==> config.mk <==
export PLATFORM = sky130hd
export DESIGN_NAME = fetch_ibuff_flat
export DESIGN_NICKNAME = d
export VERILOG_FILES = /design/src/rtl/fetch_pkg.sv /design/src/rtl/fetch_ibuff_if.sv /design/src/rtl/fetch_ibuff_mem.sv /design/src/rtl/fetch_ibuff.sv /design/src/flat_wrapper.sv
export SDC_FILE = /design/constraint.sdc
export NUM_CORES = 1
export LEC_CHECK = 0
export CAP_MARGIN = 40
export CORE_ASPECT_RATIO = 1.1
export CORE_MARGIN = 2
export CORE_UTILIZATION = 30
export CTS_CLUSTER_SIZE = 20
export DETAILED_ROUTE_END_ITERATION = 10
export PLACE_DENSITY = 0.43
export SLEW_MARGIN = 20
export SYNTH_ARGS = -nofsm -noshare
export SYNTH_HDL_FRONTEND = slang
export SYNTH_HIERARCHICAL = 1
export SYNTH_SLANG_ARGS = --single-unit
==> constraint.sdc <==
create_clock -name clk -period 3 [get_ports clk]
set_input_delay 0.6 -clock clk [delete_from_list [all_inputs] [get_ports clk]]
set_output_delay 0.6 -clock clk [all_outputs]
set_load 0.02 [all_outputs]
==> src/rtl/fetch_pkg.sv <==
// Shared fetch-side types: instruction width, buffer entry layout and the
// instruction-buffer FSM state encoding.
package fetch_pkg;

  localparam int XLEN = 32;

  typedef struct packed {
    logic [XLEN-1:0] instr;
    logic [XLEN-1:0] pc;
    logic            exc;
  } ibuff_entry_t;

  typedef enum logic {
    IBUFF_RUN  = 1'b0,
    IBUFF_HOLD = 1'b1
  } ibuff_state_t;

endpackage

==> src/rtl/fetch_ibuff_if.sv <==
// f2 -> ibuff -> decode handshake bundle. Both sides use valid/ready: a word
// moves on a rising edge only when its valid and the receiver's ready are high.
interface fetch_ibuff_if #(
    parameter int DEPTH = 8
);
    logic                        f2_valid;
    logic [fetch_pkg::XLEN-1:0]  f2_instr;
    logic [fetch_pkg::XLEN-1:0]  f2_pc;
    logic                        f2_exc;
    logic                        ibuff_ready;
    logic                        flush;
    logic                        dec_valid;
    logic [fetch_pkg::XLEN-1:0]  dec_instr;
    logic [fetch_pkg::XLEN-1:0]  dec_pc;
    logic                        dec_exc;
    logic                        dec_ready;
    logic [$clog2(DEPTH):0]      ibuff_count;

    modport master (
        output f2_valid, f2_instr, f2_pc, f2_exc, flush, dec_ready,
        input  ibuff_ready, dec_valid, dec_instr, dec_pc, dec_exc, ibuff_count
    );

    modport slave (
        input  f2_valid, f2_instr, f2_pc, f2_exc, flush, dec_ready,
        output ibuff_ready, dec_valid, dec_instr, dec_pc, dec_exc, ibuff_count
    );
endinterface

==> src/rtl/fetch_ibuff_mem.sv <==
// ibuff_mem: DEPTH x entry register array, synchronous write, asynchronous
// read, cleared to zero by the active-low asynchronous reset.
module ibuff_mem
    import fetch_pkg::*;
#(
    parameter int DEPTH = 8
) (
    input  logic                     clk,
    input  logic                     rst,
    input  logic                     i_we,
    input  logic [$clog2(DEPTH)-1:0] i_waddr,
    input  ibuff_entry_t             i_wdata,
    input  logic [$clog2(DEPTH)-1:0] i_raddr,
    output ibuff_entry_t             o_rdata
);
    ibuff_entry_t r_mem [DEPTH];

    always_ff @(posedge clk or negedge rst) begin
        if (!rst) begin
            for (int i = 0; i < DEPTH; i++) r_mem[i] <= '0;
        end else if (i_we) begin
            r_mem[i_waddr] <= i_wdata;
        end
    end

    assign o_rdata = r_mem[i_raddr];
endmodule

==> src/rtl/fetch_ibuff.sv <==
// fetch_ibuff: circular instruction buffer between f2 and decode with an
// exception hold state. Define IBUFF_BYPASS_EN for empty-buffer f2->decode forwarding.
module fetch_ibuff
    import fetch_pkg::*;
#(
    parameter int DEPTH = 8
) (
    input  logic          clk,
    input  logic          rst,
    fetch_ibuff_if.slave  bus,
    output ibuff_state_t  o_dbg_state
);
    localparam int            AW       = $clog2(DEPTH);
    localparam logic [AW:0]   FULL_CNT = (AW+1)'(DEPTH);

    logic [AW-1:0] r_wr_ptr, r_rd_ptr;
    logic [AW:0]   r_count;
    ibuff_state_t  r_state, w_state_nxt;
    ibuff_entry_t  w_wr_entry, w_rd_entry;
    logic          w_hold, w_ready, w_stored_valid, w_bypass, w_enq, w_deq;

    assign w_hold         = (r_state == IBUFF_HOLD);
    assign w_ready        = (r_count != FULL_CNT) && !w_hold && !bus.flush;
    assign w_stored_valid = (r_count != '0) && !bus.flush;

`ifdef IBUFF_BYPASS_EN
    assign w_bypass = (r_count == '0) && bus.f2_valid && bus.dec_ready && !w_hold && !bus.flush;
`else
    assign w_bypass = 1'b0;
`endif

    // A bypassed word goes straight to decode and never touches storage.
    assign w_enq = bus.f2_valid && w_ready && !w_bypass;
    assign w_deq = w_stored_valid && bus.dec_ready;

    assign w_wr_entry = '{instr: bus.f2_instr, pc: bus.f2_pc, exc: bus.f2_exc};

    ibuff_mem #(.DEPTH(DEPTH)) u_mem (
        .clk     (clk),
        .rst     (rst),
        .i_we    (w_enq),
        .i_waddr (r_wr_ptr),
        .i_wdata (w_wr_entry),
        .i_raddr (r_rd_ptr),
        .o_rdata (w_rd_entry)
    );

    always_comb begin
        w_state_nxt = r_state;
        if (bus.flush) begin
            w_state_nxt = IBUFF_RUN;
        end else if (r_state == IBUFF_RUN && (w_enq || w_bypass) && bus.f2_exc) begin
            w_state_nxt = IBUFF_HOLD;
        end
    end

    always_ff @(posedge clk or negedge rst) begin
        if (!rst) begin
            r_state  <= IBUFF_RUN;
            r_wr_ptr <= '0;
            r_rd_ptr <= '0;
            r_count  <= '0;
        end else begin
            r_state <= w_state_nxt;
            if (bus.flush) begin
                r_wr_ptr <= '0;
                r_rd_ptr <= '0;
                r_count  <= '0;
            end else begin
                if (w_enq) r_wr_ptr <= r_wr_ptr + 1'b1;
                if (w_deq) r_rd_ptr <= r_rd_ptr + 1'b1;
                if (w_enq && !w_deq)      r_count <= r_count + 1'b1;
                else if (w_deq && !w_enq) r_count <= r_count - 1'b1;
            end
        end
    end

    always_comb begin
        bus.dec_valid = w_stored_valid || w_bypass;
        bus.dec_instr = w_rd_entry.instr;
        bus.dec_pc    = w_rd_entry.pc;
        bus.dec_exc   = w_rd_entry.exc;
        if (w_bypass) begin
            bus.dec_instr = bus.f2_instr;
            bus.dec_pc    = bus.f2_pc;
            bus.dec_exc   = bus.f2_exc;
        end
    end

    assign bus.ibuff_ready = w_ready;
    assign bus.ibuff_count = r_count;
    assign o_dbg_state     = r_state;
endmodule

==> src/flat_wrapper.sv <==
// flat-port wrapper written by rule: the top's interface ports become plain ports
module fetch_ibuff_flat import fetch_pkg::*;
#(
    parameter int DEPTH = 8
)
  (clk, rst, o_dbg_state, bus_f2_valid, bus_f2_instr, bus_f2_pc, bus_f2_exc, bus_flush, bus_dec_ready, bus_ibuff_ready, bus_dec_valid, bus_dec_instr, bus_dec_pc, bus_dec_exc, bus_ibuff_count);
  fetch_ibuff_if #(.DEPTH(DEPTH)) bus_i ();
  input  logic clk;
  input  logic rst;
  output ibuff_state_t o_dbg_state;
  input wire logic [$bits(bus_i.f2_valid)-1:0] bus_f2_valid;
  input wire logic [$bits(bus_i.f2_instr)-1:0] bus_f2_instr;
  input wire logic [$bits(bus_i.f2_pc)-1:0] bus_f2_pc;
  input wire logic [$bits(bus_i.f2_exc)-1:0] bus_f2_exc;
  input wire logic [$bits(bus_i.flush)-1:0] bus_flush;
  input wire logic [$bits(bus_i.dec_ready)-1:0] bus_dec_ready;
  output wire logic [$bits(bus_i.ibuff_ready)-1:0] bus_ibuff_ready;
  output wire logic [$bits(bus_i.dec_valid)-1:0] bus_dec_valid;
  output wire logic [$bits(bus_i.dec_instr)-1:0] bus_dec_instr;
  output wire logic [$bits(bus_i.dec_pc)-1:0] bus_dec_pc;
  output wire logic [$bits(bus_i.dec_exc)-1:0] bus_dec_exc;
  output wire logic [$bits(bus_i.ibuff_count)-1:0] bus_ibuff_count;
  assign bus_i.f2_valid = bus_f2_valid;
  assign bus_i.f2_instr = bus_f2_instr;
  assign bus_i.f2_pc = bus_f2_pc;
  assign bus_i.f2_exc = bus_f2_exc;
  assign bus_i.flush = bus_flush;
  assign bus_i.dec_ready = bus_dec_ready;
  assign bus_ibuff_ready = bus_i.ibuff_ready;
  assign bus_dec_valid = bus_i.dec_valid;
  assign bus_dec_instr = bus_i.dec_instr;
  assign bus_dec_pc = bus_i.dec_pc;
  assign bus_dec_exc = bus_i.dec_exc;
  assign bus_ibuff_count = bus_i.ibuff_count;
  fetch_ibuff #(.DEPTH(DEPTH)) u_core (.clk(clk), .rst(rst), .bus(bus_i), .o_dbg_state(o_dbg_state));
endmodule
==> Word level (Yosys, flattened, before mapping) <==
Index checks and enable logic that the tools add are counted.
{ "classes": {"n_eq_ne": 1, "n_addsub": 4, "reduce_logical": 19, "order_cmp": 3, "n_bitwise": 3, "mux": 15} }
{ "ops": {"columns": ["operator", "count"], "rows": [
  ["bitwise mux 520 bit", 1],
  ["binary-select mux 65 bit (select 3 bit)", 1],
  ["demux 65 bit (select 3 bit)", 1],
  ["two-way mux 65 bit", 3],
  ["two-way mux 3 bit", 4],
  ["two-way mux 4 bit", 3],
  ["logical AND 1 bit", 10],
  [">= comparator 4 bit (second input constant)", 2],
  ["NOT 3 -> 4 bit", 2],
  ["adder 3 x 1 -> 3 bit (second input constant)", 2],
  ["nonzero test 2 bit", 3],
  ["adder 4 x 1 -> 4 bit (second input constant)", 1],
  ["zero test 1 bit", 4],
  ["< comparator 4 x 1 -> 1 bit (second input constant)", 1],
  ["inequality test 4 bit (second input constant)", 1],
  ["nonzero test 4 bit", 1],
  ["subtractor 4 x 1 -> 4 bit (second input constant)", 1],
  ["nonzero test 3 bit", 1],
  ["two-way mux 1 bit", 2],
  ["NOT 1 bit", 1]
]} }
{ "totals": {"in_bits": 70, "register_bits": 531, "elab_cells": 73} }

==> Depth between registers and ports, before layout <==
Gate-level depths: netlist of run 1.
{ "depth": {"word_depth": 9, "ltp_mapped": 10, "depth_no_buf": 9} }

==> Hierarchy <==
The synthesis of run 1 kept the hierarchy.
{ "modules_own_cells": {"columns": ["module", "area_each_um2", "instances", "seq_area_each_um2", "cells_per_inst"], "rows": [
  ["ibuff_mem", 23115.9, 1, 13012.5, 1335],
  ["fetch_ibuff", 663.1, 1, 275.3, 69]
]} }

==> Worst setup path after synthesis of run 1 <==
Ideal clock, no wire load.
{ "synth_path": {"kind": "flip-flop to flip-flop", "start": "reg u_core.r_count[3] (netlist: u_core/bus.ibuff_count[3])", "end": "reg u_core.r_count[3] (netlist: u_core/bus.ibuff_count[3])", "slack_ps": 582, "arrival_ps": 2280, "setup_ps": 138, "n_path_buf": 1, "stages_incl_launch_ff": 11, "required_time_ps": 2862, "cell_sequence": "dfrtp_1 nor4b_2 nor4b_4 buf_2 nand2_1 ha_1 a21oi_1 nand2_1 nor3_1 nand4bb_1 o211ai_1"} }
{ "synth_via": {"elab_chain_cells": 7, "word_cells_on_any_way": 17, "cone_classes": "2 x add/sub; 1 x eq/ne; 3 x mux; 11 x reduce/logical"} }
{ "synth_lines": {"columns": ["element", "line", "rtl"], "rows": [
  ["start: declaration", "fetch_ibuff.sv:17", "logic [AW:0] r_count;"],
  ["start signal: assignment", "fetch_ibuff.sv:72", "if (w_enq && !w_deq) r_count <= r_count + 1'b1;"],
  ["start signal: assignment", "fetch_ibuff.sv:73", "else if (w_deq && !w_enq) r_count <= r_count - 1'b1;"],
  ["inequality test 4 bit *", "fetch_ibuff.sv:23", "assign w_ready = (r_count != FULL_CNT) && !w_hold && !bus.flush;"],
  ["logical AND 1 bit * (2 in series)", "fetch_ibuff.sv:23", null],
  ["logical AND 1 bit *", "fetch_ibuff.sv:33", "assign w_enq = bus.f2_valid && w_ready && !w_bypass;"],
  ["net u_core.w_enq", "fetch_ibuff.sv:20", "logic w_hold, w_ready, w_stored_valid, w_bypass, w_enq, w_deq;"],
  ["logical AND 1 bit or zero test 1 bit (tied branches)", "fetch_ibuff.sv:72, fetch_ibuff.sv:73", null],
  ["two-way mux 4 bit or logical AND 1 bit (tied branches)", "fetch_ibuff.sv:72, fetch_ibuff.sv:73", null],
  ["two-way mux 4 bit or nonzero test 3 bit (tied branches)", null, null]
]} }
Mark *: on every way through the listed nets, which the timed path passes. The rest lies on a longest branch. The select of a mux whose other input is x is not followed.
A chain may end at the register's enable or synchronous reset.

==> Worst setup path after layout of run 1 <==
{ "layout_path": {"start": "reg u_core.r_rd_ptr[0]", "end": "out bus_dec_instr[14]"} }
{ "layout_via": {"elab_chain_cells": 4} }
{ "layout_lines": {"columns": ["element", "line", "rtl"], "rows": [
  ["start: declaration", "fetch_ibuff.sv:16", "logic [AW-1:0] r_wr_ptr, r_rd_ptr;"],
  ["start signal: assignment", "fetch_ibuff.sv:71", "if (w_deq) r_rd_ptr <= r_rd_ptr + 1'b1;"],
  ["NOT 3 -> 4 bit (implied by the code)", "fetch_ibuff_mem.sv:26", "assign o_rdata = r_mem[i_raddr];"],
  ["binary-select mux 65 bit (select 3 bit)", "fetch_ibuff_mem.sv:26", null],
  ["two-way mux 65 bit (implied by the code) (2 in series)", "fetch_ibuff_mem.sv:26", null],
  ["end: declaration", "flat_wrapper.sv:19", "output wire logic [$bits(bus_i.dec_instr)-1:0] bus_dec_instr;"]
]} }
No other way between the ends. The select of a mux whose other input is x is not followed.

==> run metrics, run 1 <==
status finished with violations; clock root cell clkbuf_16; global route overflow 0; Power Total 26.5 mW; Min Hold Slack 497 ps; largest net degree at the start of global routing 64; post-route minimum period 3040 ps; CP peak stage delay 500 ps; drt first-iter violations 562; Fmax 329 MHz; sequential cell area fraction in the yosys report 0.559; Total GRT Usage 0.155; Critical Path End Type output pin; CTS tree done; violated checks negative setup slack; crit-path cells buf_6 > buf_12 > buf_12 > mux4_2 > mux2_4 > buf_6; Post-Syn Area 23800 µm²; Slowest-stage cell, CP mux4_2; Syn Nets 1479; VDD IR-drop max 0.454 mV; Die Span X 272 µm; Die ar. 81500 µm²; sw frac 0.289; layout cell share with drive strength beyond 1 0.591; Setup violations, final 24; Rel. slew slack 0.590; Buf+Inv Stages, Crit Path 4; CP max FO 11; Core Area 78600 µm²; GR Util met1 0.216; design area 29700 µm²; crit start category flip-flop; P&R area growth vs syn 24.9%; CP delay by family, top multiplexers; top-level port count 142; FF+latch count, synth 531; via count 13100; Clock Path Buffers 3; Clk pwr share 0.273; placer congestion estimate 0.677; Post-DP HPWL 35200 µm; Clock Latency Late Sink 630 ps; Pleak 13.4 nW; DP Area 27100 µm²; post-DR wirelength/cell 22.7 µm; GR Util met3 0.0249; Final period util 1.01; drt first pass iters 4; Clk pin slew, worst setup/hold paths 60 ps; unique cell type count in the Yosys netlist 34; TritonCTS buffer count 60; remaining antenna violation count 0; htree depth 2; Clock Skews 25.1 ps; critical path arrival 2440 ps; initial antenna violation count 2; DP Worst Slack 35.5 ps; initial core utilization 0.302; Yosys warnings 6; Die Ht 299 µm; layer with the highest usage met2; via count of the first global-routing pass 14800; final WL 61600 µm; Comb power frac 0.357; fin nets 1687; CTS sink cnt 531; DRC viols 0; Mapped Cells 1404; RSZ-0062 raised after global routing true; measured slew at the worst slew-check pin 615 ps; first-pass GRT wire length 95600 µm; Pwr per Cell Area 891 nW/µm²; hold crit path type primary input to async pin; sequential share of power 0.369; Int Pwr 18.8 mW; Final Hold Fails 0; max-slew violations 0; worst setup path category flip-flop to output pin; number of port buffers 141; syn avg cell area 16.9 µm²; number of fill cells in the layout 7334; Critical Path RT 2400 ps; met2 Track Usage GR 0.254; Final Worst Setup Slack -38.4 ps; Max Cap Viol 0; P_sw 7.66 mW; row cnt 108; vias per cell 4.84
==> final cells by class <==
class | instances | area (µm²) | area share
Antenna cell | 1 | 2.50 | 0.0000842
Clock inverter | 10 | 111 | 0.00375
Clock buffer | 101 | 1850 | 0.0621
Sequential cell | 531 | 13300 | 0.448
Tap cell | 1045 | 1310 | 0.0440
Multi-Input combinational cell | 774 | 10200 | 0.342
Inverter | 5 | 18.8 | 0.000632
Timing Repair Buffer | 240 | 2960 | 0.0995
==> state kept, by name, indices dropped and copies added (netlist names) <==
register	flops
u_core/u_mem/r_mem	520
u_core/o_dbg_state	1
u_core/bus.ibuff_count	4
u_core/r_wr_ptr	3
u_core/r_rd_ptr	3
==> repair_timing <==
| item | 4_1_cts | 5_1_grt |
|---|---|---|
| buffers inserted | 24 | 0 |
| hold endpoints to repair | 55 | 0 |
| cloned | 7 | 0 |
| hold buffers | 1 | 0 |
| pin swaps | 0 | 0 |
| resized for setup | 427 | 58 |
| endpoints found under the setup margin | 66 | 65 |
==> kinds of logic (layout without fill, tap and decap cells) <==
group / count (synthesis) / after routing / synth area share
flops: 531 / 531 / 0.559
mux: 717 / 717 / 0.401
xor+xnor: 4 / 4 / 0.00147
simple gates: 38 / 38 / 0.0109
compound gates: 10 / 10 / 0.00221
other cells: 0 / 1 / 0
fa+ha+maj: 5 / 5 / 0.00295
buf+inv: 99 / 356 / 0.0226
==> layer usage <==
metal	share of wire	vias up	wire, µm
met5	0.00021	-	13
met3	0.032	69	1960
li1	-	5718	-
met2	0.49	173	29900
met4	0.016	2	963
met1	0.47	7151	28700
==> synth_stat cells, drive strengths merged <==
cell / n / area share
mux2: 587 / 0.28
dfrtp: 531 / 0.56
mux4: 130 / 0.12
buf: 75 / 0.019
clkbuf: 19 / 0.0030
nand2: 13 / 0.0021
inv: 5 / 0.00079
o21ai: 5 / 0.0011
a21oi: 4 / 0.00084
ha: 4 / 0.0021
nor2: 4 / 0.00063
and4bb: 3 / 0.0016
nand4b: 3 / 0.0011
nor4b: 3 / 0.0020
xor2: 3 / 0.0011
nand3: 2 / 0.00042
nor2b: 2 / 0.00053
nor3: 2 / 0.00042
and2: 1 / 0.00037
fa: 1 / 0.00084
nand2b: 1 / 0.00026
nand3b: 1 / 0.00032
nand4: 1 / 0.00026
nand4bb: 1 / 0.00047
o211ai: 1 / 0.00032
or4: 1 / 0.00047
xnor2: 1 / 0.00037
==> power groups by stage <==
stage          combinational [mW]  clock, mW  sequential [mW]
6_report                     9.47       7.23             9.78
5_1_grt                      10.1       7.83             10.0
2_1_floorplan                5.58          0             9.59
3_5_place_dp                 8.61          0             9.90
3_3_place_gp                 8.54          0             9.85
4_1_cts                      9.60       7.52             9.79
==> worst paths after layout <==
check / startpoint / to / slack [ps] / depth (start not counted)
worst max-delay path: u_core/r_rd_ptr[0] / bus_dec_instr[14] / -40 / 6
worst max register to register: u_core/bus.ibuff_count[1] / u_core/u_mem/r_mem[135] / 400 / 7
worst min-delay path: rst / u_core/u_mem/r_mem[249] / 500 / 2
max in group asynchronous: rst / u_core/u_mem/r_mem[36] / 1460 / 4
worst min register to register: u_core/u_mem/r_mem[198] / u_core/u_mem/r_mem[198] / 500 / 1
min in group clk: u_core/u_mem/r_mem[198] / u_core/u_mem/r_mem[198] / 500 / 1
==> per-stage QoR <==
stage,std cells,TNS [ps],utilization
4_1_cts,2713,-7180,0.378
3_5_place_dp,2570,0,0.344
3_3_place_gp,2570,0,0.344
2_1_floorplan,1404,0,-
6_report,2707,-500,0.378
5_1_grt,2706,-4350,0.378
==> layout by cell type (no fill, tap or decap), types with 22 or more instances in the layout <==
master and count:
buf_4 35, dfrtp_1 528, mux4_2 130, mux2_4 52, buf_6 66, buf_12 46, clkbuf_16 60, clkbuf_1 22
clkdlybuf4s50_1 74, mux2_2 535
Power figures use the tool's default switching activity.
==> run 2, diff against run 1 <==
ABC_CLOCK_PERIOD_IN_PS = 3000   (was unset)
==> results of run 2 <==
No change in the layout: final DEF, timing and power equal those of run 1.
==> patch 1: new RTL, settings of run 1 <==
Reset style: synchronous (`rst`), changed in 2 clocked blocks. Comments in the files are not updated.
--- a/src/rtl/fetch_ibuff_mem.sv
+++ b/src/rtl/fetch_ibuff_mem.sv
@@ -17,3 +17,3 @@
 
-    always_ff @(posedge clk or negedge rst) begin
+    always_ff @(posedge clk) begin
         if (!rst) begin
--- a/src/rtl/fetch_ibuff.sv
+++ b/src/rtl/fetch_ibuff.sv
@@ -56,3 +56,3 @@
 
-    always_ff @(posedge clk or negedge rst) begin
+    always_ff @(posedge clk) begin
         if (!rst) begin
Formal check against the unedited RTL: not equivalent (a bounded check fails within 4 cycles, from zero or initial values and one cycle with rst low; the reset may be asserted at any time).
==> patch 1 against run 1 <==
The flow still finishes with violations (negative setup slack); first-iteration DRC count up 99%; cell area down 0.37%; via count up 8.8%; worst setup slack worse by 2.7 ps; synthesized area down 1.3%; global-route usage up 1.8 points; fmax about the same; non-clock buffer count up 21; routed wire length up 13%; critical path depth up 1; sequential cell count unchanged; critical endpoint is now bus_dec_instr[4].
Power is not compared: it rests on default switching activity, and its combinational part moved more than twofold at a synthesized area within 25%.
==> patch 1: results (changes against run 1) <==
[placement]
place_ws_ps=-20.3  ; was 35.5 ps
dp.cells=2620  ; was 2,570
hpwlAfterDp_um=36000  ; was 35,200 µm
io_buffer_count=141  ; unchanged
place.gp.congestion=0.700  ; was 0.677

[synthesis]
ys_types=33  ; was 34
synthTopCellsByArea=edfxtp_1 (67%), mux4_2 (12%), nor3_1 (11%)  ; was dfrtp_1 (56%), mux2_2 (28%), mux4_2 (12%)
syn_nets=1606  ; was 1,479
yosysSeqAreaShare_pct=67.5  ; was 55.9%
ys.flop_type=edfxtp_1  ; was dfrtp_1
synth_edf_count=520  ; was 0
synthArstFlopShare_pct=0  ; was 100%
netlist_top_cells_count=edfxtp_1 (520), nor3_1 (520), clkbuf_1 (136)  ; was mux2_2 (587), dfrtp_1 (531), mux4_2 (130)
yosysWarnings=6  ; unchanged
avgSynthCellArea_um2=15.3  ; was 16.9 µm²

[clock_network]
numCtsBuffers=60  ; unchanged
ctsHtreeMaxLevel=2  ; unchanged
max-clock-path-buffers=3  ; unchanged
cts_root_buffer=clkbuf_16  ; unchanged
clk_latency_ps=620

[global_routing]
grt_pass1_wl_um=104000  ; was 95,600 µm
antenna_found_initial=1  ; was 2
grt_pass1_vias=15200  ; was 14,800
grt_max_degree=131  ; was 64
grt_use_total_pct=17.3  ; was 15.5%

[power_and_ir_drop]
p_leak_nw=9.48
vdd_drop_max_uv=422

[timing]
skew_ps=20.3  ; was 25.1 ps
fin_ws_ps=-41.0  ; was -38.4 ps
worst_slew_pin_slew_ps=727  ; was 615 ps
setup_viol=10  ; was 24

[final_layout]
drive_above_1_share_pct=27.4  ; was 59.1%
fin_cells=2784  ; was 2,707
antenna_cells=0  ; was 1
fin_nets=1773  ; was 1,687
num-fill-cells=7254  ; was 7,334

[hold_path]
hp-class=reg2reg  ; was in2async
holdPathStages=2

[routing]
drt_iter0_drc=1120  ; was 562
viasPerCell=5.13  ; was 4.84
drt-wirelength-per-cell_um=24.9  ; was 22.7 µm
dr.pass1.iters=5  ; was 4

[run_status]
outcome=finished with violations  ; unchanged
violations=negative setup slack  ; unchanged

[setup_path]
path_max_fanout=6  ; was 11
reg2reg_depth=10  ; was 7
rrSetupSlack_ps=500  ; was 400 ps

## patch 1: cell types whose count changed after synthesis, sizes merged, moves of 65 or more
cell	run 1	this run
clkinv	0	65
dfrtp	531	0
edfxtp	0	520
clkbuf	19	136
mux2	587	65
nor3	2	521
## patch 1: cell families after synthesis
| logic type | synth area share [%] |
|---|---|
| buffers and inverters | 3.97 |
| XOR/XNOR | 0.187 |
| multiplexers | 15.7 |
| AO/OA/AOI/OAI | 0.555 |
| adder cells (fa/ha/maj) | 0.352 |
| AND/OR/NAND/NOR | 11.7 |
| flip-flops | 67.5 |
## patch 1: worst paths after layout
path                                                  end                       from
worst min register to register         u_core/o_dbg_state         u_core/o_dbg_state
worst max-delay path                     bus_dec_instr[4]         u_core/r_rd_ptr[0]
worst max register to register  u_core/bus.ibuff_count[3]  u_core/bus.ibuff_count[2]
worst min-delay path                   u_core/o_dbg_state         u_core/o_dbg_state
## patch 1: stage by stage
stage | area (µm²) | utilization, % | setup TNS [ps] | hold slack [ps]
2_1_floorplan | 23600 | - | -5450 | 506
3_3_place_gp | 26800 | 34.5 | -28.1 | 572
3_5_place_dp | 26800 | 34.5 | -20.3 | 579
4_1_cts | 29500 | 38.1 | -3920 | 591
5_1_grt | 29600 | 38.2 | -2780 | 621
6_report | 29600 | 38.2 | -198 | 587
## patch 1: area by class of cell
class | count | share of cell area, %
clock buffer | 78 | 5.44
clock inverter | 36 | 0.782
inverter | 69 | 0.875
multi-input combinational | 774 | 23.7
sequential | 531 | 53.5
tap | 1035 | 4.38
timing repair buffer | 261 | 11.3
## patch 1: worst max-delay path: stages, from the launching register on
cell     delay (ps)
dfxtp_4         370
buf_12          140
buf_16          130
buf_12          120
buf_16          120
mux4_2          500
mux2_4          300
buf_6           130
## patch 1: what timing repair did
item / in CTS / in global routing
hold buffers: 0 / 0
endpoints found under the setup margin: 65 / 50
cloned: 15 / 0
resized for setup: 419 / 40
buffers inserted: 30 / 14
## patch 1: power breakdown
part,switching [mW],internal (mW),total (mW)
combinational,0.769,0.619,1.39
clock,3.02,3.94,6.96
sequential,0.0771,8.40,8.48
total,3.87,13.0,16.8
## patch 1: per-layer routing
| layer | part of all wire, % | up-vias | GRT usage, % |
|---|---|---|---|
| li1 | - | 6378 | - |
| met1 | 43 | 7447 | 23.5 |
| met2 | 50 | 360 | 29.6 |
| met3 | 4.7 | 87 | 2.35 |
| met4 | 1.9 | 0 | 3.75 |
| met5 | 0 | - | 0 |
==> patch 2: new RTL, settings of run 1 <==
Made on the original files. `XLEN`: 32 -> 36.
--- a/src/rtl/fetch_pkg.sv
+++ b/src/rtl/fetch_pkg.sv
@@ -4,3 +4,3 @@
 
-  localparam int XLEN = 32;
+  localparam int XLEN = 36;
 
Ports: changed (resized bus_dec_instr, bus_dec_pc, bus_f2_instr and bus_f2_pc); port bits go from 142 to 158. The function was not compared with the original's and may differ.
==> patch 2 against run 1 <==
The run still ends with negative setup slack left; routed wire length is 17% higher; sequential cell count up 64; cell area rose by 12%; power is 14% higher; non-clock buffer count rose by 35; synthesized area increased by 14%; combinational power rose by 13%; worst setup slack worse by 110 ps; largest cell class unchanged.
==> patch 2: results (changes against run 1) <==
[run_status]
outcome=finished with violations  ; unchanged
violations=negative setup slack  ; unchanged

[global_routing]
grt_pass1_wl_um=110000  ; was 95,600 µm
grt_pass1_vias=16400  ; was 14,800
antenna_found_initial=3  ; was 2

[timing]
fin_ws_ps=-150  ; was -38.4 ps
timing.slew.headroom_pct=55.0  ; was 59.0%
setup_viol=68  ; was 24

[clock_network]
ctsHtreeMaxLevel=3  ; was 2

[routing]
vias=15000  ; was 13,100
viasPerCell=4.94  ; was 4.84
wl_um=72200  ; was 61,600 µm

[placement]
place.gp.congestion=0.694  ; was 0.677
dpl_cell_area_um2=30600  ; was 27,100 µm²

[final_layout]
largest_register_ffs=584  ; was 520
fin_nets=1893  ; was 1,687
synthToLayoutAreaGrowth_pct=22.8  ; was 24.9%
drive_above_1_share_pct=58.7  ; was 59.1%
antenna_cells=0  ; was 1

[power_and_ir_drop]
p_leak_nw=15.1  ; was 13.4 nW

[synthesis]
avgSynthCellArea_um2=17.4  ; was 16.9 µm²
yosysTopAreaCellShare_pct=54.7  ; was 55.9%
syn_nets=1650  ; was 1,479
netlist_top_cells_count=mux2_2 (659), dfrtp_1 (595), mux4_1 (109)  ; was mux2_2 (587), dfrtp_1 (531), mux4_2 (130)
ys_types=37  ; was 34

[hold_path]
hp-class=reg2reg  ; was in2async

[setup_path]
path_max_fanout=6  ; was 11

[patch 2: power breakdown]
part,switching [mW],internal (mW)
clock,3.40,5.13
combinational,4.29,6.38
sequential,1.05,9.97
[patch 2: what timing repair did]
action,in CTS,in global routing
hold buffers,1,0
endpoints found under the hold margin,14,0
gates cloned,8,0
gates resized for setup,550,67
buffers inserted,23,13
setup endpoints to repair,74,73
pin swaps,0,0
[patch 2: area by class of cell]
type	instances	share of cell area, %
timing repair buffer	275	9.90
inverter	5	0.0562
clock inverter	16	0.596
sequential	595	44.6
multi-input combinational	862	34.2
tap	1170	4.38
clock buffer	106	6.23
[patch 2: path summary, 6_finish.rpt]
check | end | startpoint | slack [ps] | depth (start not counted)
min in group asynchronous | u_core/u_mem/r_mem[90] | rst | 580 | 2
worst max register to register | u_core/u_mem/r_mem[126] | u_core/bus.ibuff_count[3] | 520 | 6
worst min register to register | u_core/u_mem/r_mem[494] | u_core/u_mem/r_mem[494] | 500 | 1
max in group asynchronous | u_core/u_mem/r_mem[129] | rst | 1520 | 4
worst max-delay path | bus_dec_instr[23] | u_core/r_rd_ptr[0] | -150 | 6
worst min-delay path | u_core/u_mem/r_mem[494] | u_core/u_mem/r_mem[494] | 500 | 1
[patch 2: per-stage QoR]
| stage | setup slack, ps | total power, mW | setup TNS [ps] |
|---|---|---|---|
| final | -150 | 30.2 | -4450 |
| after detailed placement | 35.0 | 20.5 | 0 |
| after CTS | -219 | 30.6 | -9120 |
| after global placement | 39.5 | 20.4 | 0 |
| after floorplan | 582 | 16.8 | 0 |
| after global routing | -209 | 31.8 | -9780 |
[patch 2: routing by layer]
| layer | vias up | global-route usage (%) | part of all wire (%) |
|---|---|---|---|
| met4 | 6 | 4.12 | 1.6 |
| li1 | 6424 | - | - |
| met1 | 8232 | 20.7 | 46 |
| met5 | - | 0 | 0.037 |
| met2 | 216 | 26.3 | 49 |
| met3 | 76 | 2.77 | 3.5 |
[patch 2: logic make-up after synthesis]
group / count (synthesis) / share of synthesized area [%]
xor+xnor: 4 / 0.129
fa+ha+maj: 5 / 0.258
simple gates: 38 / 0.952
flops: 595 / 54.7
compound gates: 10 / 0.193
mux: 805 / 40.9
buf+inv: 110 / 2.82
